**src/rtl/tick_timer.sv**
```systemverilog
// Programmable down-counting timer driven by a periodic tick enable.
// Periodic / one-shot modes, auto-reload, sticky W1C flag and level irq.
module tick_timer #(
  parameter int unsigned WIDTH = 32
) (
  input  logic             clk,
  input  logic             rst_n,
  input  logic             tick,
  input  logic             wr_en,
  input  logic             rd_en,
  input  logic [3:0]       addr,
  input  logic [WIDTH-1:0] wdata,
  output logic [WIDTH-1:0] rdata,
  output logic             irq
);

  typedef enum logic [1:0] {
    REG_CTRL   = 2'd0,
    REG_LOAD   = 2'd1,
    REG_COUNT  = 2'd2,
    REG_STATUS = 2'd3
  } reg_sel_e;

  reg_sel_e         sel;
  logic             unused_addr_bits;

  logic             en_q, oneshot_q, ie_q, if_q;
  logic [WIDTH-1:0] load_q, count_q;

  logic             en_d, oneshot_d, ie_d, if_d;
  logic [WIDTH-1:0] load_d, count_d, rdata_d;

  logic             wr_ctrl, wr_load, wr_count, wr_status;
  logic             en_rise, count_tick, expire;

  assign sel              = reg_sel_e'(addr[3:2]);
  assign unused_addr_bits = ^addr[1:0];

  always_comb begin
    wr_ctrl   = wr_en && (sel == REG_CTRL);
    wr_load   = wr_en && (sel == REG_LOAD);
    wr_count  = wr_en && (sel == REG_COUNT);
    wr_status = wr_en && (sel == REG_STATUS);

    en_rise    = wr_ctrl && !en_q && wdata[0];
    // A tick is lost to a COUNT write, or to a CTRL write that leaves EN low.
    count_tick = tick && en_q && !wr_count && !(wr_ctrl && !wdata[0]);
    expire     = count_tick && (count_q == '0);

    en_d      = en_q;
    oneshot_d = oneshot_q;
    ie_d      = ie_q;
    if_d      = if_q;
    load_d    = load_q;
    count_d   = count_q;

    if (count_tick) begin
      if (expire) begin
        if_d = 1'b1;
        if (oneshot_q) en_d = 1'b0;
        else           count_d = load_q;
      end else begin
        count_d = count_q - WIDTH'(1);
      end
    end

    if (wr_status && wdata[0] && !expire) if_d = 1'b0;

    // Later assignments take priority: software writes override the counter.
    if (wr_ctrl) begin
      en_d      = wdata[0];
      oneshot_d = wdata[1];
      ie_d      = wdata[2];
    end
    if (en_rise)  count_d = load_q;
    if (wr_load)  load_d  = wdata;
    if (wr_count) count_d = wdata;

    rdata_d = '0;
    if (rd_en) begin
      case (sel)
        REG_CTRL:   rdata_d[2:0] = {ie_q, oneshot_q, en_q};
        REG_LOAD:   rdata_d      = load_q;
        REG_COUNT:  rdata_d      = count_q;
        REG_STATUS: rdata_d[0]   = if_q;
      endcase
    end
  end

  always_ff @(posedge clk or negedge rst_n) begin
    if (!rst_n) begin
      en_q      <= 1'b0;
      oneshot_q <= 1'b0;
      ie_q      <= 1'b0;
      if_q      <= 1'b0;
      load_q    <= '0;
      count_q   <= '0;
      rdata     <= '0;
      irq       <= 1'b0;
    end else begin
      en_q      <= en_d;
      oneshot_q <= oneshot_d;
      ie_q      <= ie_d;
      if_q      <= if_d;
      load_q    <= load_d;
      count_q   <= count_d;
      rdata     <= rdata_d;
      irq       <= if_d & ie_d;
    end
  end

endmodule

```
**config.mk**
```make
export PLATFORM = sky130hd
export DESIGN_NAME = tick_timer
export DESIGN_NICKNAME = d
export VERILOG_FILES = /design/src/rtl/tick_timer.sv
export SDC_FILE = /design/constraint.sdc
export NUM_CORES = 1
export LEC_CHECK = 0
export CORE_AREA = 2 2 130 132
export DETAILED_ROUTE_END_ITERATION = 10
export DIE_AREA = 0 0 132 134
export GPL_ROUTABILITY_DRIVEN = 0
export PLACE_DENSITY_LB_ADDON = 0.2
export SYNTH_ARGS = -nofsm -noshare
export SYNTH_HDL_FRONTEND = slang
export SYNTH_SLANG_ARGS = --single-unit
export TNS_END_PERCENT = 10
```
**constraint.sdc**
```tcl
create_clock -name clk -period 5.6 [get_ports clk]
set_input_delay 1.4 -clock clk [delete_from_list [all_inputs] [get_ports clk]]
set_output_delay 1.4 -clock clk [all_outputs]
set_load 0.02 [all_outputs]
```
==> reports/results.txt, run 1 <==
Status: finished, final reports clean
Max VDD drop: 0.0001525 V
Synthesized cell area: 5303 um2
Final hold viol count: 0
Sequential share of the synthesized area: 47.66%
Full die area: 17690 um2
Post-route minimum period: 4.418 ns
Clock Latency Late Sink: 0.36 ns
EDFF count, synth: 0
Fin worst setup slack: 1.182 ns
Overflow left after global routing: 0
Placed insts: 796
Clock sink count: 101
Slew Limit Fails: 0
Clock Root Buffer: clkbuf_16
Mean Syn Cell Area: 10.10 um2
Setup Buffers After CTS: 0
Core area: 16290 um2
Dpl hpwl: 10.26 mm
Initial drt markers: 524
Hold WC Path Type: register to register
CTS Hold Bufs: 0
Ys async rst share: 100.0%
Die H: 134 um
Global-route wire length before repair: 25.23 mm
Synth top area share: 47.66%
Via count: 4487
Syn Inst Count: 525
Crit path depth: 9
IO buf count: 71
WL met3: 999 um
Yosys top cell by area: dfrtp_1
Synth warn: 0
Max stage delay cell, worst path: o21ai_0
Worst Path Required: 5.87 ns
Most frequent cell after synthesis: dfrtp_1
Routed wire length: 15.87 mm
Worst stage delay on the critical path: 1.04 ns
Max Used Layer: met4
Crit end category: register
Hold path depth: 1
Vias in the first global route: 4628
Drt first pass iters: 5
Metal2 WL: 7.290 mm
Drt drc: 0
Max FO, Critical Path: 7
Post-route cell area: 6590 um2
#FFs+latches synth: 101
CTS H-Tree Depth: 3
Setup TNS Final: 0 ns
Rel. slew slack: 15.26%
Initial antenna violation count: 0
Ratio of cells with drive above 1 in the final layout: 14.70%
PD cells: 342.4 nW/um2
WL met1: 7.164 mm
Type of origin of the critical path: primary input
NetSw: 0.7336 mW
Clk slew on worst S/H paths: 0.07 ns
CP top delay family: compound AO/OA/AOI/OAI gates
Clk network pwr share: 30.5%
Routed wire per std cell: 19.54 um
Setup violations, final: 0
IO Pins: 74
P_int: 1.523 mW
Area after DPL: 6265 um2
Ant diodes: 0
CP cell instances: clkdlybuf4s50_1 > inv_1 > ha_1 > nor2b_1 > o21ai_0 > a21oi_1 > o21ai_0 > o21ai_1 > a221oi_2
Row cnt: 47
Crit path DAT: 4.69 ns
Largest net degree at the start of global routing: 69
Nets: 635
Post-synth top flop: dfrtp_1
R2r worst-path depth: 9
Synth-to-Final Area Change: 24.28%
Final cell count without fillers: 812
Syn nets: 573
TritonCTS clock tree: built
Synth area leaders: dfrtp_1 (48%), mux2_2 (7.4%), nor2_1 (4.7%)
GR Util All Layers: 18.30%
Post-synth cell types: 61
Fmax: 226.4 MHz
Pre-CTS WS: 0.9831 ns
Part of the power in registers: 46.1%
Measured slew at the worst slew-check pin: 1.258 ns
Starting density of the core: 32.55%
Skew final: 0.007703 ns
Leak Pwr: 2.719 nW
Crit-path most repeated cell: o21ai_0
Gate power share: 23.4%
RSZ-0062 raised after global routing: no
Synth cell count leaders: dfrtp_1 (101), nor2_1 (67), nand2_1 (37)
Final period util: 78.89%
Longest Clk Path Bufs: 2
Die Width: 132 um
Buf+Inv Stages, Crit Path: 2
Sw Share: 32.51%
Total chip power: 2.256 mW
Post-DRT Antenna Nets: 0
Max Cap Violations: 0
Vias/cell: 5.526
CTS buffer count: 9
Post_cts resized: 0
WS Path Type: primary input to register
power groups by stage:
stage	Sequential (mW)	Combinational, mW	Clock (mW)
detailed placement	1.05	0.524	0
floorplan	1.00	0.368	0
finish	1.04	0.529	0.688
global route	1.06	0.584	0.728
global placement	1.04	0.514	0
CTS	1.04	0.527	0.701
final cells by class:
type                       instances  area [um2]
multi-input combinational        378        2585
clock buffer                      10       239.0
sequential                       101        2527
clock inverter                     6       86.33
timing repair buffer              90       850.8
fill                            1619        9699
tap                              220       275.3
inverter                           7       26.28
worst paths after layout:
| kind | from | end | slack, ns |
|---|---|---|---|
| min in group asynchronous | rst_n | rdata[10]$_DFF_PN0_ | 1.16 |
| hold / removal | ie_q$_DFF_PN0_ | ie_q$_DFF_PN0_ | 0.53 |
| setup reg to reg | count_q[0]$_DFFE_PN0P_ | count_q[13]$_DFFE_PN0P_ | 2.28 |
| hold reg to reg | ie_q$_DFF_PN0_ | ie_q$_DFF_PN0_ | 0.53 |
| setup / recovery | addr[2] | count_q[21]$_DFFE_PN0P_ | 1.18 |
| max in group asynchronous | rst_n | load_q[19]$_DFFE_PN0P_ | 3.46 |
routing by layer:
layer  up-vias  global-route usage, %
met5         -                      0
li1       2067                      -
met3        27                  3.364
met2       166                  27.98
met1      2227                  24.97
met4         0                  9.118
cells by family after synthesis:
logic type / after synthesis / share of synthesized area (%)
compound gates: 131 / 17.74
fa+ha+maj: 7 / 1.652
buf+inv: 46 / 3.681
mux: 45 / 9.321
xor+xnor: 18 / 2.973
flops: 101 / 47.66
simple gates: 177 / 16.97
sequential cells by signal (all words and copies together), names as in the netlist:
name / cells
count_q: 32
load_q: 32
rdata: 32
en_q: 1
ie_q: 1
if_q: 1
irq: 1
oneshot_q: 1
metrics by stage:
step,utilization (%),hold slack [ns]
2_1_floorplan,-,0.4879
3_3_place_gp,38.46,0.5140
3_5_place_dp,38.46,0.5178
4_1_cts,40.46,0.5336
5_1_grt,40.46,0.5537
6_report,40.46,0.5344
cell usage in the layout, fill, tap and decap left out, types with 10 or more instances in the layout:
master	n
clkdlybuf4s50_1	70
mux2i_1	10
o21ai_0	20
a22oi_1	29
a211oi_1	10
a31oi_1	16
xor2_1	14
buf_4	20
nor2_1	67
mux2_2	35
nand3_1	10
nand2_1	37
nor3_1	15
dfrtp_1	101
(Power assumes the default switching activity.)
==> run 2: changes to the inputs <==
==> constraint.sdc (replaced) <==
create_clock -name clk -period 4.4 [get_ports clk]
set_input_delay 1.1 -clock clk [delete_from_list [all_inputs] [get_ports clk]]
set_output_delay 1.1 -clock clk [all_outputs]
set_load 0.02 [all_outputs]
==> reports/results.txt, run 2 (synthesis results as in run 1) <==
Placed insts: 803 (+0.88%)
Total chip power: 2.785 mW (+23%)
Clock sink count: 101 (unchanged)
WS Path Type: primary input to register
Top Registers: count_q (32), load_q (32), rdata (32)
Final hold slack: 0.5330 ns (-0.001464 ns)
IO buf count: 71 (unchanged)
Final cell count without fillers: 819 (+0.86%)
Hold WC Path Type: register to register
R2r worst-path depth: 10 (+1)
Max stage delay cell, worst path: o21ai_0
P_int: 1.845 mW (+21%)
Max VDD drop: 0.0002086 V (+37%)
GR Util met3: 2.986% (-0.38 points)
CTS Hold Bufs: 0 (unchanged)
R2R Path Start: count_q[0]$_DFFE_PN0P_
TritonCTS clock tree: built
Dpl hpwl: 10.39 mm (+1.3%)
Overflow left after global routing: 0 (unchanged)
Crit end category: register
Post-route cell area: 6605 um2 (+0.23%)
Fill count: 1606 (-0.80%)
Nets: 642 (+1.1%)
Synth-to-Final Area Change: 24.56%
Initial antenna violation count: 0 (unchanged)
Post_cts resized: 0 (unchanged)
Worst Path Required: 4.66 ns (-1.21 ns)
Skew final: 0.01174 ns (+0.004038 ns)
Setup violations, final: 0 (unchanged)
Post-DRT Antenna Nets: 0 (unchanged)
CP Launch Point: addr[2]
Largest net degree at the start of global routing: 70 (+1.4%)
Full die area: 17690 um2 (unchanged)
Most frequent cells in the layout: dfrtp_1 (101), clkdlybuf4s50_1 (70), nor2_1 (67)
Longest Clk Path Bufs: 2 (unchanged)
Area after DPL: 6317 um2 (+0.84%)
CTS buffer count: 9 (unchanged)
Clk network pwr share: 28.2% (-2.3 points)
Crit-path most repeated cell: o21ai_0
Clk slew on worst S/H paths: 0.07 ns (about the same)
GR Util All Layers: 18.56% (+0.26 points)
Buf+Inv Stages, Crit Path: 2 (unchanged)
Rel. slew slack: 39.58% (+24 points)
Final period util: 87.76%
Final hold viol count: 0 (unchanged)
Worst stage delay on the critical path: 0.71 ns (-0.33 ns)
Grt peak-use layer: met2
Drt drc: 0 (unchanged)
Row cnt: 47 (unchanged)
Final Util: 40.55% (+0.092 points)
Crit path depth: 9 (unchanged)
Routed wire length: 15.74 mm (-0.82%)
Status: finished, final reports clean
Ratio of cells with drive above 1 in the final layout: 15.69% (+1.0 points)
Drt first pass iters: 6 (+1)
Global-route wire length before repair: 25.63 mm (+1.6%)
Routed wire per std cell: 19.22 um (-1.7%)
Part of the power in registers: 47.5% (+1.4 points)
CP cell instances: clkdlybuf4s50_1 > inv_1 > ha_1 > nor2b_1 > o21ai_0 > a21oi_1 > o21ai_0 > o21ai_1 > a221oi_2
Max FO, Critical Path: 7 (unchanged)
Via count: 4421 (-1.5%)
Most common cell after layout, fill and taps aside: dfrtp_1
Gate power share: 24.3% (+0.9 points)
Setup Buffers After CTS: 0 (unchanged)
Vias in the first global route: 4607 (-0.45%)
M1 GR Usage: 25.64% (+0.67 points)
Initial drt markers: 399 (-24%)
Max Cap Violations: 0 (unchanged)
Crit path DAT: 4.12 ns (-0.57 ns)
Post-route minimum period: 3.862 ns
Fin worst setup slack: 0.5385 ns (-0.6439 ns)
CP top delay family: compound AO/OA/AOI/OAI gates
Vias/cell: 5.398 (-2.3%)
Setup TNS Final: 0 ns (unchanged)
Critical R2R Capture: count_q[7]$_DFFE_PN0P_
Ant diodes: 0 (unchanged)
Fmax: 259.0 MHz
Measured slew at the worst slew-check pin: 0.9063 ns (-0.3515 ns)
RSZ-0062 raised after global routing: no
Crit path capture: count_q[21]$_DFFE_PN0P_
Die H: 134 um (unchanged)
Clock Root Buffer: clkbuf_16
Pre-CTS WS: 0.2390 ns (-0.7441 ns)
Starting density of the core: 32.55% (unchanged)
Reg2Reg Setup Slack: 1.16 ns (-1.12 ns)
CTS H-Tree Depth: 3 (unchanged)
Die Width: 132 um (unchanged)
Sw Share: 33.75% (+1.2 points)
Met2 GRT Util: 28.99% (+1.0 points)
Clock Latency Late Sink: 0.37 ns (about the same)
IO Pins: 74 (unchanged)
NetSw: 0.9399 mW (+28%)
PD cells: 421.6 nW/um2 (+23%)
Slew Limit Fails: 0 (unchanged)
Core area: 16290 um2 (unchanged)
Leak Pwr: 2.736 nW (+0.61%)
Type of origin of the critical path: primary input
==> run 2: changes by cell type in the layout (fill, tap and decap cells not counted) <==
cell	change
bufinv_16	-2
clkinv_4	+1
clkbuf_8	+1
buf_4	+7
==> run 2: power groups by stage <==
stage | logic (mW) | registers [mW] | clock network, mW
final | 0.676 | 1.32 | 0.786
after detailed placement | 0.675 | 1.34 | 0
after global placement | 0.659 | 1.33 | 0
after CTS | 0.679 | 1.32 | 0.807
after floorplan | 0.468 | 1.27 | 0
after global routing | 0.751 | 1.35 | 0.838
==> run 2: layer usage <==
metal  vias up  routed length [um]
met4         0                 299
met2       111                7249
met5         -                   0
li1       2087                   -
met3        18                 622
met1      2205                7569
==> run 2: layout make-up <==
type | instances | area, um2 | share of cell area (%)
clock buffers | 11 | 252.7 | 3.826
flip-flops and latches | 101 | 2527 | 38.26
inverters | 7 | 26.28 | 0.3978
well taps | 220 | 275.3 | 4.167
clock inverters | 5 | 35.03 | 0.5304
repair buffers | 97 | 903.4 | 13.68
multi-input cells | 378 | 2585 | 39.14
==> run 2: worst reg2reg max path, delay by kind of cell (launching register included) <==
kind                     cells  cell delay (ns)
flip-flops                   1             0.44
adder cells (fa/ha/maj)      1             0.21
AO/OA/AOI/OAI                3             0.52
AND/OR/NAND/NOR              3             1.39
buffers and inverters        3             0.57
==> run 2: how the worst min path moves through the flow <==
stage / start / to / slack (ns) / depth (start not counted)
floorplan: if_q$_DFF_PN0_ / if_q$_DFF_PN0_ / 0.49 / 1
global placement: ie_q$_DFF_PN0_ / ie_q$_DFF_PN0_ / 0.51 / 1
detailed placement: load_q[15]$_DFFE_PN0P_ / load_q[15]$_DFFE_PN0P_ / 0.52 / 1
CTS: load_q[15]$_DFFE_PN0P_ / load_q[15]$_DFFE_PN0P_ / 0.54 / 1
global route: load_q[15]$_DFFE_PN0P_ / load_q[15]$_DFFE_PN0P_ / 0.55 / 1
finish: load_q[15]$_DFFE_PN0P_ / load_q[15]$_DFFE_PN0P_ / 0.53 / 1
==> run 3: changes to the inputs <==
--- a/config.mk
+++ b/config.mk
@@ -10,6 +10,7 @@
 export DIE_AREA = 0 0 132 134
 export GPL_ROUTABILITY_DRIVEN = 0
 export PLACE_DENSITY_LB_ADDON = 0.2
+export SLEW_MARGIN = 20
 export SYNTH_ARGS = -nofsm -noshare
 export SYNTH_HDL_FRONTEND = slang
 export SYNTH_SLANG_ARGS = --single-unit
==> results of run 3 <==
Final layout, timing and power as in run 2 (identical DEF).
